<file path="config.mk">
export PLATFORM = sky130hd
export DESIGN_NAME = writeback_arbiter
export DESIGN_NICKNAME = d
export VERILOG_FILES = /design/src/rtl/writeback_arbiter.sv
export SDC_FILE = /design/constraint.sdc
export NUM_CORES = 1
export LEC_CHECK = 0
export CAP_MARGIN = 30
export CORE_MARGIN = 2
export CORE_UTILIZATION = 41
export DETAILED_ROUTE_END_ITERATION = 12
export GPL_TIMING_DRIVEN = 0
export HOLD_SLACK_MARGIN = 0.15
export PLACE_DENSITY = 0.82
export SYNTH_ARGS = -nofsm -noshare
export SYNTH_HDL_FRONTEND = slang
export SYNTH_SLANG_ARGS = --single-unit
</file>
<file path="constraint.sdc">
create_clock -name clk -period 5.3 [get_ports clk]
set_clock_uncertainty 0.2 [all_clocks]
set_input_delay 1.06 -clock clk [delete_from_list [all_inputs] [get_ports clk]]
set_output_delay 1.06 -clock clk [all_outputs]
set_load 0.05 [all_outputs]
</file>
<file path="src/rtl/writeback_arbiter.sv">
// Two-requester write-back arbiter: round-robin between ALU (0) and memory (1) results,
// with bounded lock bursts, driving a registered register-file write port and mux select.
module writeback_arbiter #(
  parameter int DATA_WIDTH = 8,
  parameter int ADDR_WIDTH = 3,
  parameter int MAX_BURST  = 4
) (
  input  logic                  clk,
  input  logic                  reset,
  input  logic                  req0,
  input  logic                  lock0,
  input  logic [DATA_WIDTH-1:0] data0,
  input  logic [ADDR_WIDTH-1:0] addr0,
  input  logic                  req1,
  input  logic                  lock1,
  input  logic [DATA_WIDTH-1:0] data1,
  input  logic [ADDR_WIDTH-1:0] addr1,
  output logic                  gnt0,
  output logic                  gnt1,
  output logic                  sel,
  output logic                  wr_en,
  output logic [DATA_WIDTH-1:0] wr_data,
  output logic [ADDR_WIDTH-1:0] wr_addr,
  output logic                  busy
);

  localparam int CW = $clog2(MAX_BURST + 1);
  // A lock may be extended only while the counter is below this value.
  localparam logic [CW-1:0] CAP = CW'(MAX_BURST - 1);

  typedef enum logic [1:0] {IDLE, OWN0, OWN1} state_t;

  state_t        state, state_nxt;
  logic          last;
  logic [CW-1:0] burst_cnt, cnt_nxt, base_cnt;

  // NOTE: every signal written in always_comb gets a default first so no latch is inferred.
  always_comb begin
    gnt0 = 1'b0;
    gnt1 = 1'b0;
    if (!reset) begin
      if (state == OWN0 && req0) begin
        gnt0 = 1'b1;
      end else if (state == OWN1 && req1) begin
        gnt1 = 1'b1;
      end else if (req0 && req1) begin
        // Tie: the requester that was not served last wins.
        gnt0 = last;
        gnt1 = !last;
      end else begin
        gnt0 = req0;
        gnt1 = req1;
      end
    end
  end

  always_comb begin
    state_nxt = IDLE;
    cnt_nxt   = '0;
    // The counter only continues when the current owner is granted again.
    base_cnt  = ((gnt0 && state == OWN0) || (gnt1 && state == OWN1)) ? burst_cnt : '0;
    if (gnt0 && lock0 && base_cnt < CAP) begin
      state_nxt = OWN0;
      cnt_nxt   = base_cnt + CW'(1);
    end else if (gnt1 && lock1 && base_cnt < CAP) begin
      state_nxt = OWN1;
      cnt_nxt   = base_cnt + CW'(1);
    end
  end

  // NOTE: sequential state uses non-blocking assignments so all registers update together.
  always_ff @(posedge clk) begin
    if (reset) begin
      state     <= IDLE;
      last      <= 1'b1;
      burst_cnt <= '0;
      sel       <= 1'b0;
      wr_en     <= 1'b0;
      wr_data   <= '0;
      wr_addr   <= '0;
      busy      <= 1'b0;
    end else begin
      state     <= state_nxt;
      burst_cnt <= cnt_nxt;
      busy      <= (state_nxt != IDLE);
      wr_en     <= gnt0 | gnt1;
      if (gnt0) begin
        last    <= 1'b0;
        sel     <= 1'b0;
        wr_data <= data0;
        wr_addr <= addr0;
      end else if (gnt1) begin
        last    <= 1'b1;
        sel     <= 1'b1;
        wr_data <= data1;
        wr_addr <= addr1;
      end
    end
  end

endmodule

</file>
After elaboration in Yosys (flattened, before gate mapping)
Index checks and enable logic that the tools add are counted.
{"block": "totals", "n_memories": 0, "ff_bits": 20, "latch_bits": 0, "elab_cells": 46, "mem_bits_ro": 0, "in_bits": 28, "mem_bits_rw": 0}
{"block": "classes", "n_reduce_logical": 14, "n_div": 0, "n_mux": 19, "bitwise": 1, "n_lt_le_gt_ge": 1, "n_addsub": 1, "multipliers": 0, "n_eq_ne": 2, "shifts": 0}
{"op": "$mux 8", "count": 2}
{"op": "$mux 3", "count": 5}
{"op": "$mux 1", "count": 10}
{"op": "$logic_and 1x1->1", "count": 9}
{"op": "$mux 2", "count": 2}
{"op": "$reduce_bool 2->1", "count": 2}
{"op": "$add 3x1->3 const B", "count": 1}
{"op": "$lt 3x2->1 const B", "count": 1}
{"op": "$eq 2x1->1 const B", "count": 1}
{"op": "$eq 2x2->1 const B", "count": 1}
{"op": "$reduce_or 2->1", "count": 1}
{"op": "$logic_not 1->1", "count": 1}
{"op": "$logic_or 1x1->1", "count": 1}
{"op": "$or 1x1->1", "count": 1}

Longest topological paths before layout
Gate-level depths: netlist of run 1.
{"block": "depth", "word_depth": 13, "mapped_depth": 6}

Least setup slack after synthesis of run 1
Ideal clock, no wire load.
{"block": "synth_path", "path_type": "input to output", "from": "input req1", "to": "output gnt0", "required_time_ns": 4.040, "path_slack_ns": 2.119, "path_buffers": 0, "path_stages": 3, "t_arrival_ns": 1.921, "cell_sequence": "and3b_4 -> a2111o_4 -> inv_6"}
{"block": "synth_via", "elab_chain_cells": 5}
{"item": "start, declared", "line_no": "14", "rtl": "input logic req1,"}
{"item": "$logic_and 1x1->1", "line_no": "46", "rtl": "end else if (req0 && req1) begin"}
{"item": "$mux 1", "line_no": "46"}
{"item": "$mux 1 *", "line_no": "44", "rtl": "end else if (state == OWN1 && req1) begin"}
{"item": "$mux 1 *", "line_no": "42", "rtl": "if (state == OWN0 && req0) begin"}
{"item": "$mux 1 *", "line_no": "41", "rtl": "if (!reset) begin"}
{"item": "end, declared", "line_no": "18", "rtl": "output logic gnt0,"}
Every way passes the cells marked *; elsewhere a longest branch is shown, timed or not.

Worst setup path after layout of run 1
{"block": "layout_path", "from": "input req0", "to": "output gnt1"}
{"block": "layout_via", "elab_chain_cells": 5}
{"item": "start, declared", "line_no": "10", "rtl": "input logic req0,"}
{"item": "$logic_and 1x1->1", "line_no": "46"}
{"item": "$mux 1", "line_no": "46"}
{"item": "$mux 1", "line_no": "44"}
{"item": "$mux 1 *", "line_no": "42"}
{"item": "$mux 1 *", "line_no": "41"}
{"item": "end, declared", "line_no": "19", "rtl": "output logic gnt1,"}
Marks and branches as above.

==> flow_summary_export.csv, run 1 <==
group,metric,value,unit
routing,dr.pass1.iters,4,
clock_tree,cts.path.max_buffers,2,
routing,routed_wl,2.14,mm
worst_setup_path,cp_slowest_stage_delay,0.81,ns
power_and_ir_drop,p_leak,0.580,nW
floorplanning,start_util,43.7,%
worst_setup_path,crit_chain,"clkdlybuf4s50_1 -> and3b_4 -> a311oi_4 -> buf_6 -> clkdlybuf4s50_1",
global_routing,grt_pass1_vias,807,
floorplanning,core,1960,um2
final_layout,area_growth,60.2,%
worst_setup_path,crit_family,"buffers and inverters",
yosys,avgSynthCellArea,10.6,um2
routing,drt-wirelength-per-cell,13.8,um
worst_setup_path,slowest_stage,"clkdlybuf4s50_1",
final_layout,diodes,0,
worst_setup_path,end_kind,"output port",
clock_tree,cts.repair.resized,0,
hold_path,holdCritStartpoint,"wr_addr[1]",
final_layout,fin_area,1380,um2
clock_tree,cts_root_buffer,"clkbuf_4",
global_routing,gr-total-overflow,0,
clock_tree,postCtsSetupRepairBufs,0,
clock_tree,ctsHtreeMaxLevel,1,
timing,timing.final.crit_share,87.3,%
yosys,yosys_warnings,0,
clock_tree,clock-sinks,20,
global_routing,grt_pass1_wl,3.58,mm
clock_tree,clkTransAtPathRegs,0.11,ns
worst_setup_path,cp_max_fo,10,
clock_tree,cts_buffers,3,
floorplanning,pin_count,44,
timing,setup_slack,0.671,ns
worst_setup_path,crit_path_start_kind,"input port",
worst_setup_path,r2r-end,"wr_data[5]",
timing,maxClockFrequency,216,MHz
routing,ant_nets,0,
yosys,syn_area,858,um2
yosys,netlist.area_leader.share,46.6,%
global_routing,grt_start_max_net_pins,13,
power_and_ir_drop,p_per_area,287,nW/um2
yosys,synthTopCellsByCount,"20 x dfxtp_1, 9 x inv_1, 7 x a222oi_1, 5 x o21ai_1",
floorplanning,die-area,2480,um2
worst_setup_path,critPathKind,"in2out",
placement,hpwlAfterDp,1.66,mm
power_and_ir_drop,ir_drop,0.000233,V
outcome,outcome,"finished clean",
worst_setup_path,reg2reg_depth,5,
yosys,post-synth-top-area-cell,"dfxtp_1",
placement,place_ws,0.679,ns
floorplanning,die_y,49.8,um
yosys,synth-edff-count,0,
timing,fin_hold_ws,0.277,ns
worst_setup_path,crit_path_frequent_cell,"clkdlybuf4s50_1",
timing,tightest_slew,0.837,ns
yosys,synth_cells,81,
yosys,synth_area_leaders,"dfxtp_1 47%, a222oi_1 8.2%, mux2i_1 4.7%, inv_1 3.9%, a311oi_4 3.1%",
worst_setup_path,cp.required,4.04,ns
hold_path,whs_path_depth,2,
final_layout,nNetsFinal,158,
floorplanning,row_count,16,
clock_tree,postCtsHoldBufs,0,
clock_tree,cts_tree,"built",
yosys,yosys_most_used_dff,"dfxtp_1",
yosys,yosysMostFrequentCell,"dfxtp_1",
timing,fin_crit,4.63,ns
hold_path,hold_class,"reg2reg",
global_routing,grt_usage,19.0,%
job,maxCapViolCount,0,
placement,routabilityCongestion,0.738,
timing,setup-violations-final,0,
worst_setup_path,crit_arrival,3.37,ns
placement,place_area,1320,um2
clock_tree,clk_latency,0.30,ns
timing,final_max_slew_viol_count,0,
routing,drc,0,
routing,drtIter0Drc,36,
final_layout,layout-drive-gt1-share,9.38,%
timing,rsz0062_at_grt,"false",
routing,vias,809,
floorplanning,die_w,49.8,um
yosys,synth_nets,110,
global_routing,antenna_found_initial,0,
hold_path,min_to,"wr_addr[1]",
worst_setup_path,worst-r2r-setup-slack,3.35,ns
timing,slew-limit-headroom,43.8,%
worst_setup_path,worstReg2RegStart,"state[1]",
timing,hold_viol,0,
timing,setup_tns,0,ns
yosys,ys_seq_area_share,46.6,%
yosys,ys_async_sr_fraction,0,%
yosys,yosysUniqueCellTypes,26,
worst_setup_path,critPathBufInv,3,
yosys,ys_seq_elements,20,
routing,routed_via_density,5.22,
placement,io_buffers,43,
-- stage by stage --
step	power, mW	cells	utilization [%]
floorplan	0.227	81	-
finish	0.395	155	70.1
detailed placement	0.274	151	67.4
global route	0.412	155	70.1
CTS	0.398	155	70.1
global placement	0.271	151	67.4
-- cells in the final DEF (no fill, tap or decap), types with 2 or more instances in the layout --
| master | n |
|---|---|
| nor2_1 | 4 |
| clkbuf_4 | 3 |
| dfxtp_1 | 20 |
| inv_1 | 9 |
| and2_1 | 3 |
| and3_1 | 4 |
| clkdlybuf4s50_1 | 43 |
| nor3_1 | 2 |
| a222oi_1 | 7 |
| mux2i_1 | 4 |
| a21oi_1 | 4 |
| o21ai_1 | 5 |
| nand2b_1 | 3 |
| and3b_4 | 2 |
-- sequential cells by signal, indices dropped and copies added, names as in the netlist --
register	flops
wr_data	8
burst_cnt	3
wr_addr	3
state	2
busy	1
last	1
sel	1
wr_en	1
-- worst reg2reg max path: cells and delay by family (launching register included) --
kind,cells,cell delay [ns]
flip-flops,1,0.39
buffers and inverters,1,0.21
AO/OA/AOI/OAI,2,0.58
multiplexers,1,0.23
AND/OR/NAND/NOR,1,0.24
-- metal layers --
layer  GRT usage (%)  vias up  share of wire, %
met5               0        -                 0
met4            6.94        0              0.89
met3            4.85        4               7.1
met2            34.0       36                50
met1            21.4      375                42
li1                -      394                 -
-- power breakdown --
group	switching [mW]	internal [mW]	total [mW]	leakage (nW)
Clock	0.0479	0.0764	0.124	0.0279
Combinational	0.0572	0.0464	0.104	0.386
Sequential	0.00594	0.161	0.167	0.165
Total	0.111	0.284	0.395	0.580
-- final cells by class --
cell class,count,area (um2)
fill,163,587
timing repair buffer,43,430
multi-input combinational,50,404
sequential,20,400
inverter,10,42.5
tap,27,33.8
clock inverter,1,30.0
clock buffer,3,22.5
buffer,1,11.3
-- worst max path at each step --
stage | start | to | slack [ns] | depth (start not counted)
after detailed placement | req0 | gnt1 | 0.68 | 5
final | req0 | gnt1 | 0.67 | 5
after floorplan | req1 | gnt0 | 2.12 | 3
after global routing | req0 | gnt1 | 0.60 | 5
after CTS | req0 | gnt1 | 0.67 | 5
after global placement | req0 | gnt1 | 0.68 | 5
-- cells by family after synthesis --
logic type | synth area share (%)
AO/OA/AOI/OAI | 24.6
XOR/XNOR | 1.02
adder cells (fa/ha/maj) | 1.46
buffers and inverters | 6.27
flip-flops | 46.6
multiplexers | 4.66
AND/OR/NAND/NOR | 15.3
No activity file was read; power rests on OpenSTA's default activity.
==> run 2, diff against run 1 <==
- RECOVER_POWER: not set -> 100
==> flow_summary_export.csv, run 2 (synthesized netlist as in run 1, its figures left out) <==
group,metric,value,unit
worst_setup_path,worst-r2r-setup-slack,3.15,ns
clock_tree,cts_root_buffer,"clkbuf_4",
timing,tightest_slew,0.834,ns
routing,dr.pass1.iters,4,
timing,maxClockFrequency,205,MHz
global_routing,grt_usage,19.0,%
clock_tree,ctsHtreeMaxLevel,1,
floorplanning,die_y,49.8,um
clock_tree,postCtsHoldBufs,0,
worst_setup_path,cp_max_fo,10,
worst_setup_path,r2r-end,"burst_cnt[1]",
power_and_ir_drop,p_leak,0.601,nW
worst_setup_path,crit_arrival,3.62,ns
timing,final_max_slew_viol_count,0,
routing,routed_via_density,5.23,
power_and_ir_drop,ir_drop,0.000232,V
timing,fin_crit,4.88,ns
placement,place_area,1320,um2
placement,io_buffers,43,
global_routing,grt_pass1_vias,807,
routing,drc,0,
timing,hold_viol,0,
worst_setup_path,reg2reg_depth,5,
timing,setup-violations-final,0,
worst_setup_path,crit_path_start_kind,"input port",
clock_tree,cts_tree,"built",
hold_path,whs_path_depth,2,
timing,slew-limit-headroom,44.0,%
final_layout,final_common_cell,"clkdlybuf4s50_1",
clock_tree,clkTransAtPathRegs,0.11,ns
final_layout,largest_register_ffs,8,
final_layout,nNetsFinal,158,
clock_tree,cts.path.max_buffers,2,
timing,fin_hold_ws,0.270,ns
job,maxCapViolCount,0,
timing,setup_tns,0,ns
global_routing,grt_start_max_net_pins,13,
floorplanning,die_w,49.8,um
timing,timing.final.crit_share,92.0,%
placement,hpwlAfterDp,1.66,mm
placement,place_ws,0.679,ns
floorplanning,start_util,43.7,%
floorplanning,die-area,2480,um2
placement,routabilityCongestion,0.738,
final_layout,largest_registers,"wr_data: 8 flops, burst_cnt: 3 flops, wr_addr: 3 flops",
final_layout,nFillCells,168,
floorplanning,core,1960,um2
routing,drtIter0Drc,28,
hold_path,holdCritStartpoint,"wr_addr[1]",
worst_setup_path,startpoint,"req1",
worst_setup_path,critPathKind,"in2out",
routing,routed_wl,2.11,mm
routing,drt-wirelength-per-cell,13.6,um
global_routing,antenna_found_initial,0,
clock_tree,clock-sinks,20,
final_layout,layout-drive-gt1-share,8.59,%
timing,rsz0062_at_grt,"false",
floorplanning,row_count,16,
timing,setup_slack,0.422,ns
final_layout,area_growth,57.7,%
clock_tree,clk_latency,0.30,ns
power_and_ir_drop,finalPower,388,uW
power_and_ir_drop,p_per_area,287,nW/um2
floorplanning,pin_count,44,
worst_setup_path,worstReg2RegStart,"state[0]",
outcome,outcome,"finished clean",
hold_path,min_to,"wr_addr[1]",
global_routing,grt_pass1_wl,3.58,mm
routing,ant_nets,0,
clock_tree,cts_buffers,3,
clock_tree,cts.repair.resized,0,
final_layout,fin_area,1350,um2
clock_tree,postCtsSetupRepairBufs,0,
final_layout,diodes,0,
final_layout,regMostFlops,"wr_data",
global_routing,gr-total-overflow,0,
hold_path,hold_class,"reg2reg",
final_layout,mostFrequentLayoutCells,"26 x clkdlybuf4s50_1, 20 x dfxtp_1, 17 x dlygate4sd3_1",
routing,vias,810,
worst_setup_path,cp.required,4.04,ns
worst_setup_path,end_kind,"output port",
run 2: worst max-delay path by stage:
stage               endpoint  slack (ns)  depth (start not counted)
global placement        gnt1        0.68                          5
finish                  gnt0        0.42                          5
global route            gnt0        0.35                          5
detailed placement      gnt1        0.68                          5
CTS                     gnt1        0.67                          5
floorplan               gnt0        2.12                          3
run 2: final cells by class:
| class | instances | area [um2] | area share [%] |
|---|---|---|---|
| timing repair buffer | 43 | 430 | 31.8 |
| sequential | 20 | 400 | 29.6 |
| multi-input combinational | 50 | 387 | 28.6 |
| inverter | 10 | 38.8 | 2.87 |
| tap | 27 | 33.8 | 2.50 |
| clock inverter | 1 | 30.0 | 2.22 |
| clock buffer | 3 | 22.5 | 1.66 |
| buffer | 1 | 11.3 | 0.832 |
run 2: critical path, cell delays in order:
cell             delay (ns)
dlygate4sd3_1          0.63
and3b_4                0.25
a2111o_1               0.52
clkinvlp_2             0.30
clkdlybuf4s50_1        0.86
run 2: metal layers:
layer | vias to the layer above | part of all wire, % | track usage [%] | routed length, um
met5 | - | 0 | 0 | 0
met4 | 0 | 0.38 | 6.94 | 8
met3 | 2 | 7.1 | 4.85 | 149
met2 | 34 | 49 | 34.0 | 1040
met1 | 380 | 43 | 21.4 | 914
li1 | 394 | - | - | -
run 2: metrics by stage:
step / util [%] / cells
CTS: 70.1 / 155
detailed placement: 67.4 / 151
global placement: 67.4 / 151
finish: 69.0 / 155
floorplan: - / 81
global route: 69.0 / 155
run 2: power by group:
group          internal (mW)  total, mW  switching (mW)  leakage (nW)
combinational         0.0416     0.0977          0.0561         0.408
sequential             0.161      0.166         0.00548         0.165
clock                 0.0764      0.124          0.0478        0.0279
total                  0.279      0.388           0.109         0.601
